===== src/rtl/mux_rr_arbiter_if.sv =====
// Bundle of the two requester ports, the downstream valid/ready port and the mux select.
// The master side is the arbiter; the slave side is the surrounding producers/consumer.
interface mux_rr_arbiter_if #(
   parameter int SIZE = 2
);
   logic            req_a;
   logic [SIZE-1:0] a;
   logic            last_a;
   logic            req_b;
   logic [SIZE-1:0] b;
   logic            last_b;
   logic            ready;
   logic            gnt_a;
   logic            gnt_b;
   logic            c;
   logic [SIZE-1:0] z;
   logic            valid;

   modport master (
      input  req_a, a, last_a, req_b, b, last_b, ready,
      output gnt_a, gnt_b, c, z, valid
   );

   modport slave (
      output req_a, a, last_a, req_b, b, last_b, ready,
      input  gnt_a, gnt_b, c, z, valid
   );
endinterface


===== src/rtl/mux_rr_arbiter.sv =====
// Two-requester round-robin arbiter driving a 2:1 data mux onto one valid/ready port.
// Grants are bursts bounded by last_x or MAX_BURST beats; ties go to the requester that did not win last.
module mux_rr_arbiter #(
   parameter int SIZE      = 2,
   parameter int MAX_BURST = 4,
   parameter int CW        = 3
) (
   input  logic                clk,
   input  logic                reset,
   mux_rr_arbiter_if.master    bus,
   output logic [1:0]          dbg_state_o
);

   typedef enum logic [1:0] {
      IDLE    = 2'd0,
      GRANT_A = 2'd1,
      GRANT_B = 2'd2
   } state_e;

   state_e          state_q, state_d;
   logic            gnt_a_q, gnt_b_q, c_q;
   logic [CW-1:0]   count_q, count_d;
   logic            lw_q, lw_d;        // last winner: 0 = A, 1 = B
   logic            valid;
   logic            accept;
   logic            own_req;
   logic            own_last;
   logic            at_max;
   logic            grant_exit;

   function automatic state_e arb(input logic ra, input logic rb, input logic lw);
      state_e r;
      r = IDLE;
      if (ra && rb)  r = lw ? GRANT_A : GRANT_B;
      else if (ra)   r = GRANT_A;
      else if (rb)   r = GRANT_B;
      return r;
   endfunction

   // Handshake: a beat transfers on a cycle where valid && ready are both high.
   // valid depends only on the registered grants and the owner's req, never on ready.
   always_comb begin
      valid      = (gnt_a_q && bus.req_a) || (gnt_b_q && bus.req_b);
      accept     = valid && bus.ready;
      own_req    = gnt_b_q ? bus.req_b  : bus.req_a;
      own_last   = gnt_b_q ? bus.last_b : bus.last_a;
      at_max     = (count_q == CW'(MAX_BURST - 1));
      grant_exit = (state_q != IDLE) && (!own_req || (accept && (own_last || at_max)));
      lw_d       = grant_exit ? (state_q == GRANT_B) : lw_q;
      state_d    = state_q;
      if (state_q == IDLE || grant_exit)
         state_d = arb(bus.req_a, bus.req_b, lw_d);
      count_d = count_q;
      if (state_q == IDLE || grant_exit)
         count_d = '0;
      else if (accept)
         count_d = count_q + CW'(1);
   end

   always_ff @(posedge clk or posedge reset) begin
      if (reset) begin
         state_q <= IDLE;
         gnt_a_q <= 1'b0;
         gnt_b_q <= 1'b0;
         c_q     <= 1'b0;
         count_q <= '0;
         lw_q    <= 1'b1;
      end else begin
         state_q <= state_d;
         gnt_a_q <= (state_d == GRANT_A);
         gnt_b_q <= (state_d == GRANT_B);
         count_q <= count_d;
         lw_q    <= lw_d;
         // select only moves when a grant is (re)entered, so IDLE keeps the last path
         if (state_d != IDLE)
            c_q <= (state_d == GRANT_B);
      end
   end

   assign bus.gnt_a   = gnt_a_q;
   assign bus.gnt_b   = gnt_b_q;
   assign bus.c       = c_q;
   assign bus.z       = c_q ? bus.b : bus.a;
   assign bus.valid   = valid;
   assign dbg_state_o = state_q;

endmodule


===== src/flat_wrapper.sv =====
// flat-port wrapper written by rule: the top's interface ports become plain ports
module mux_rr_arbiter_flat 
#(
   parameter int SIZE      = 2,
   parameter int MAX_BURST = 4,
   parameter int CW        = 3
)
  (clk, reset, dbg_state_o, bus_req_a, bus_a, bus_last_a, bus_req_b, bus_b, bus_last_b, bus_ready, bus_gnt_a, bus_gnt_b, bus_c, bus_z, bus_valid);
  mux_rr_arbiter_if #(.SIZE(SIZE)) bus_i ();
  input  logic clk;
  input  logic reset;
  output logic [1:0] dbg_state_o;
  input wire logic [$bits(bus_i.req_a)-1:0] bus_req_a;
  input wire logic [$bits(bus_i.a)-1:0] bus_a;
  input wire logic [$bits(bus_i.last_a)-1:0] bus_last_a;
  input wire logic [$bits(bus_i.req_b)-1:0] bus_req_b;
  input wire logic [$bits(bus_i.b)-1:0] bus_b;
  input wire logic [$bits(bus_i.last_b)-1:0] bus_last_b;
  input wire logic [$bits(bus_i.ready)-1:0] bus_ready;
  output wire logic [$bits(bus_i.gnt_a)-1:0] bus_gnt_a;
  output wire logic [$bits(bus_i.gnt_b)-1:0] bus_gnt_b;
  output wire logic [$bits(bus_i.c)-1:0] bus_c;
  output wire logic [$bits(bus_i.z)-1:0] bus_z;
  output wire logic [$bits(bus_i.valid)-1:0] bus_valid;
  assign bus_i.req_a = bus_req_a;
  assign bus_i.a = bus_a;
  assign bus_i.last_a = bus_last_a;
  assign bus_i.req_b = bus_req_b;
  assign bus_i.b = bus_b;
  assign bus_i.last_b = bus_last_b;
  assign bus_i.ready = bus_ready;
  assign bus_gnt_a = bus_i.gnt_a;
  assign bus_gnt_b = bus_i.gnt_b;
  assign bus_c = bus_i.c;
  assign bus_z = bus_i.z;
  assign bus_valid = bus_i.valid;
  mux_rr_arbiter #(.SIZE(SIZE), .MAX_BURST(MAX_BURST), .CW(CW)) u_core (.clk(clk), .reset(reset), .bus(bus_i), .dbg_state_o(dbg_state_o));
endmodule

===== config.mk =====
export PLATFORM = sky130hd
export DESIGN_NAME = mux_rr_arbiter_flat
export DESIGN_NICKNAME = d
export VERILOG_FILES = /design/src/rtl/mux_rr_arbiter_if.sv /design/src/rtl/mux_rr_arbiter.sv /design/src/flat_wrapper.sv
export SDC_FILE = /design/constraint.sdc
export NUM_CORES = 1
export LEC_CHECK = 0
export CAP_MARGIN = 20
export CELL_PAD_IN_SITES_DETAIL_PLACEMENT = 0
export CELL_PAD_IN_SITES_GLOBAL_PLACEMENT = 1
export CORE_ASPECT_RATIO = 0.8
export CORE_MARGIN = 2
export CORE_UTILIZATION = 35
export CTS_CLUSTER_DIAMETER = 80
export CTS_CLUSTER_SIZE = 12
export DETAILED_ROUTE_END_ITERATION = 16
export GPL_ROUTABILITY_DRIVEN = 0
export PLACE_DENSITY_LB_ADDON = 0.1
export SLEW_MARGIN = 30
export SYNTH_ARGS = -nofsm -noshare
export SYNTH_HDL_FRONTEND = slang
export SYNTH_SLANG_ARGS = --single-unit
export TNS_END_PERCENT = 100

===== constraint.sdc =====
create_clock -name clk -period 5 [get_ports clk]
set_clock_uncertainty 0.2 [all_clocks]
set_input_delay 0.75 -clock clk [delete_from_list [all_inputs] [get_ports clk]]
set_output_delay 0.75 -clock clk [all_outputs]
set_load 0.05 [all_outputs]

==> impl_summary.txt <==
----------------------------------------------------
[Routing]
  Routed WL per cell ... 13.3 um
  Number of remaining DRC errors ... 0
  Highest metal layer used by the detailed router ... met4
  DR vias/cell ... 5.07
  Routed length on met1 ... 672 um
  Metal3 WL ... 68 um
  Count of antenna-violating nets left after detailed routing ... 0
  Initial DRT Pass Iterations ... 2
  Vias after detailed routing ... 492
  DRC violation total after the first TritonRoute iteration ... 10
  Final Routed Wirelength ... 1.29 mm
  Met2 routed WL ... 504 um

[Timing]
  Crit path time final ... 3.53 ns
  Unrepaired setup endpoints after global routing ... no
  Pin slew with the least headroom to its limit ... 0.498 ns
  Setup_tns ... 0 ns
  Fmax ... 283 MHz
  Setup violators final ... 0
  Endpoints failing hold ... 0
  Final Cycle Share ... 70.7%
  Final slew viol count ... 0
  Slew Limit Headroom ... 66.7%

[Die]
  Die boundary width ... 49.6 um
  Core Rows ... 13
  Die height ... 40.5 um
  Placeable core region ... 1590 um^2
  Initial Utilization ... 36.5%
  Full die area ... 2010 um^2
  Count of pins on the block boundary ... 19

[Pwr]
  Sequential share of power ... 28.7%
  Clock share of power ... 11.6%
  Total power draw ... 499 uW
  Power per standard cell area ... 619 nW/um^2
  Max rail drop VDD ... 0.319 mV
  Combinational Power Share ... 59.7%
  Static Leak ... 0.000324 uW
  Switching Fraction ... 49.4%
  Switching power summed over all nets ... 247 uW
  Internal power ... 252 uW

[Logic synthesis]
  Synth unique cells ... 30
  Synthesized Nets ... 68
  Most area-consuming cells after synthesis ... sky130_fd_sc_hd__dfrtp_1, sky130_fd_sc_hd__mux2_2, sky130_fd_sc_hd__dfstp_2, sky130_fd_sc_hd__o311ai_4, sky130_fd_sc_hd__ha_1
  Most used flip-flop cell after synthesis ... sky130_fd_sc_hd__dfrtp_1
  Share of flip-flops with an asynchronous set or reset after synthesis ... 100%
  Mean instance size in the synthesized netlist ... 10.6 um^2
  Number of synthesized flops with an enable pin ... 0
  Flops & latches, synth ... 9
  Synth area leader ... sky130_fd_sc_hd__dfrtp_1
  Synthesized cell area ... 582 um^2
  Sequential element share of the synthesized area ... 38.9%
  Count of warnings emitted by yosys ... 0
  Most used standard cell by instance count after synthesis ... sky130_fd_sc_hd__dfrtp_1
  Top post-synthesis cells by count ... sky130_fd_sc_hd__dfrtp_1, sky130_fd_sc_hd__nand2_1
  Fraction of synthesized cell area taken by the top area cell type ... 34.4%
  Gate Count Post-Synth ... 55

[Clock network]
  Post-CTS Hold Buffers ... 0
  Maximum clock path buffer count ... 2
  Setup Buffers After CTS ... 0
  CTS tree ... built
  Resized cells post-CTS ... 0
  Clock root buffer ... sky130_fd_sc_hd__clkbuf_4
  Clock input transition at the sequential cells of the worst setup and hold paths ... 0.06 ns
  Latest clock arrival within the worst-skew pair ... 0.26 ns
  CTS HTree Levels ... 1
  Count of clock tree sinks ... 9
  CTS buffer count ... 3

[Finish]
  Sequential cell area in the final layout ... 226 um^2
  Area overhead of the layout relative to synthesis ... 38.7%
  Area of combinational cells with multiple inputs ... 335 um^2
  Antenna Cells ... 0
  Final layout net count ... 89
  Layout filler cell count ... 160
  Final design utilization ... 50.6%
  Ratio of cells with drive above 1 in the final layout ... 17.3%

[Setup path]
  Data arrival time of the critical path ... 2.58 ns
  Biggest fanout along the worst timing path ... 9
  Setup Crit Path Kind ... primary input to output pin
  Worst setup EP type ... output pin
  Register-to-register setup slack ... 3.04 ns
  Nature of the critical path startpoint ... primary input
  Cells traversed along the worst timing path ... clkdlybuf4s50_1 > a22o_1 > clkdlybuf4s50_1
  CP max stage delay ... 0.87 ns
  Cell type of the slowest stage on the worst timing path ... sky130_fd_sc_hd__clkdlybuf4s50_1
  Most numerous cell on the critical path ... sky130_fd_sc_hd__clkdlybuf4s50_1
  Worst Path Buf+Inv ... 2
  Top Family by Delay on Critical Path ... buffers and inverters
  CP Data Required Time ... 4.05 ns

[Place]
  IO buf count ... 18
  Half-perimeter wire length after placement ... 986 um

[Global route]
  Global route total overflow ... 0
  First-pass GRT wire length ... 1.98 mm
  Number of global-route vias before repair ... 434
  Number of antenna violations at the first check in global routing ... 0
  Overall track demand over capacity in global routing ... 14.2%
  Maximum number of pins on one net before global-route repair ... 10

[Hold path]
  HP Class ... register to register

[Flow run]
  Max cap viols ... 0

[Status]
  Run status ... completed

----------------------------------------------------
-- per-stage QoR --
stage / std cells / instance area [um^2] / hold WS, ns / setup WS [ns]
floorplan: 55 / 582 / 0.292 / 2.81
finish: 97 / 807 / 0.322 / 1.47
CTS: 97 / 807 / 0.322 / 1.47
global route: 97 / 807 / 0.348 / 1.40
global placement: 93 / 781 / 0.308 / 1.51
detailed placement: 93 / 781 / 0.313 / 1.49
-- metal layers --
layer | track usage (%) | up-vias
met5 | 0 | -
met1 | 18.9 | 225
met4 | 12.5 | 0
li1 | - | 251
met3 | 3.36 | 4
met2 | 19.3 | 12
-- layout by cell type (no fill, tap or decap), drive strengths merged --
cell type,instances
a211oi,1
a21bo,1
a21oi,3
a22o,1
a2bb2oi,1
a311oi,2
a31oi,1
a41oi,1
and2,2
and3,1
clkbuf,4
clkdlybuf4s50,18
dfrtp,8
dfstp,1
ha,2
inv,3
mux2,4
nand2,5
nand2b,1
nand3,1
nor2,2
o2111ai,2
o211a,1
o211ai,3
o21ai,3
o21ba,1
o311ai,1
xor2,1
-- cells by family (layout without fill, tap and decap cells) --
group,after synthesis,in the layout,synth area share (%)
muxes,4,4,8.39
adders and majority gates,2,2,4.30
AOI/OAI and AO/OA,22,22,33.8
DFF,9,9,38.9
buffers and inverters,5,25,3.44
xor gates and xnor gates,1,1,1.51
and+or+nand+nor,12,12,9.68
-- registers in the layout, indices dropped and copies added, names as in the netlist --
register            count
u_core.bus.gnt_a        1
u_core.bus.gnt_b        1
u_core.lw_q             1
u_core.dbg_state_o      2
u_core.bus.c            1
u_core.count_q          3
-- cell type report --
| cell class | count | share of cell area (%) |
|---|---|---|
| Tap cell | 22 | 3.41 |
| Inverter | 3 | 1.40 |
| Sequential cell | 9 | 28.1 |
| Multi-Input combinational cell | 41 | 41.6 |
| Timing Repair Buffer | 18 | 22.3 |
| Clock buffer | 4 | 3.26 |
-- worst paths after layout --
kind | to | depth (start not counted) | startpoint
worst min register to register | u_core.lw_q$_DFF_PP1_ | 1 | u_core.lw_q$_DFF_PP1_
worst min-delay path | u_core.lw_q$_DFF_PP1_ | 1 | u_core.lw_q$_DFF_PP1_
worst max register to register | u_core.bus.c$_DFFE_PP0P_ | 6 | u_core.count_q[0]$_DFFE_PP0P_
worst max-delay path | bus_valid | 3 | bus_req_b
min in group asynchronous | u_core.bus.c$_DFFE_PP0P_ | 2 | reset
max in group asynchronous | u_core.lw_q$_DFF_PP1_ | 2 | reset
-- power groups by stage --
stage	sequential (uW)	clock (uW)	combinational, uW
after floorplan	206	0	146
after global placement	145	0	299
after detailed placement	145	0	298
after CTS	143	59.8	300
after global routing	150	62.8	317
final	143	58.0	298
Power figures use the tool's default switching activity.
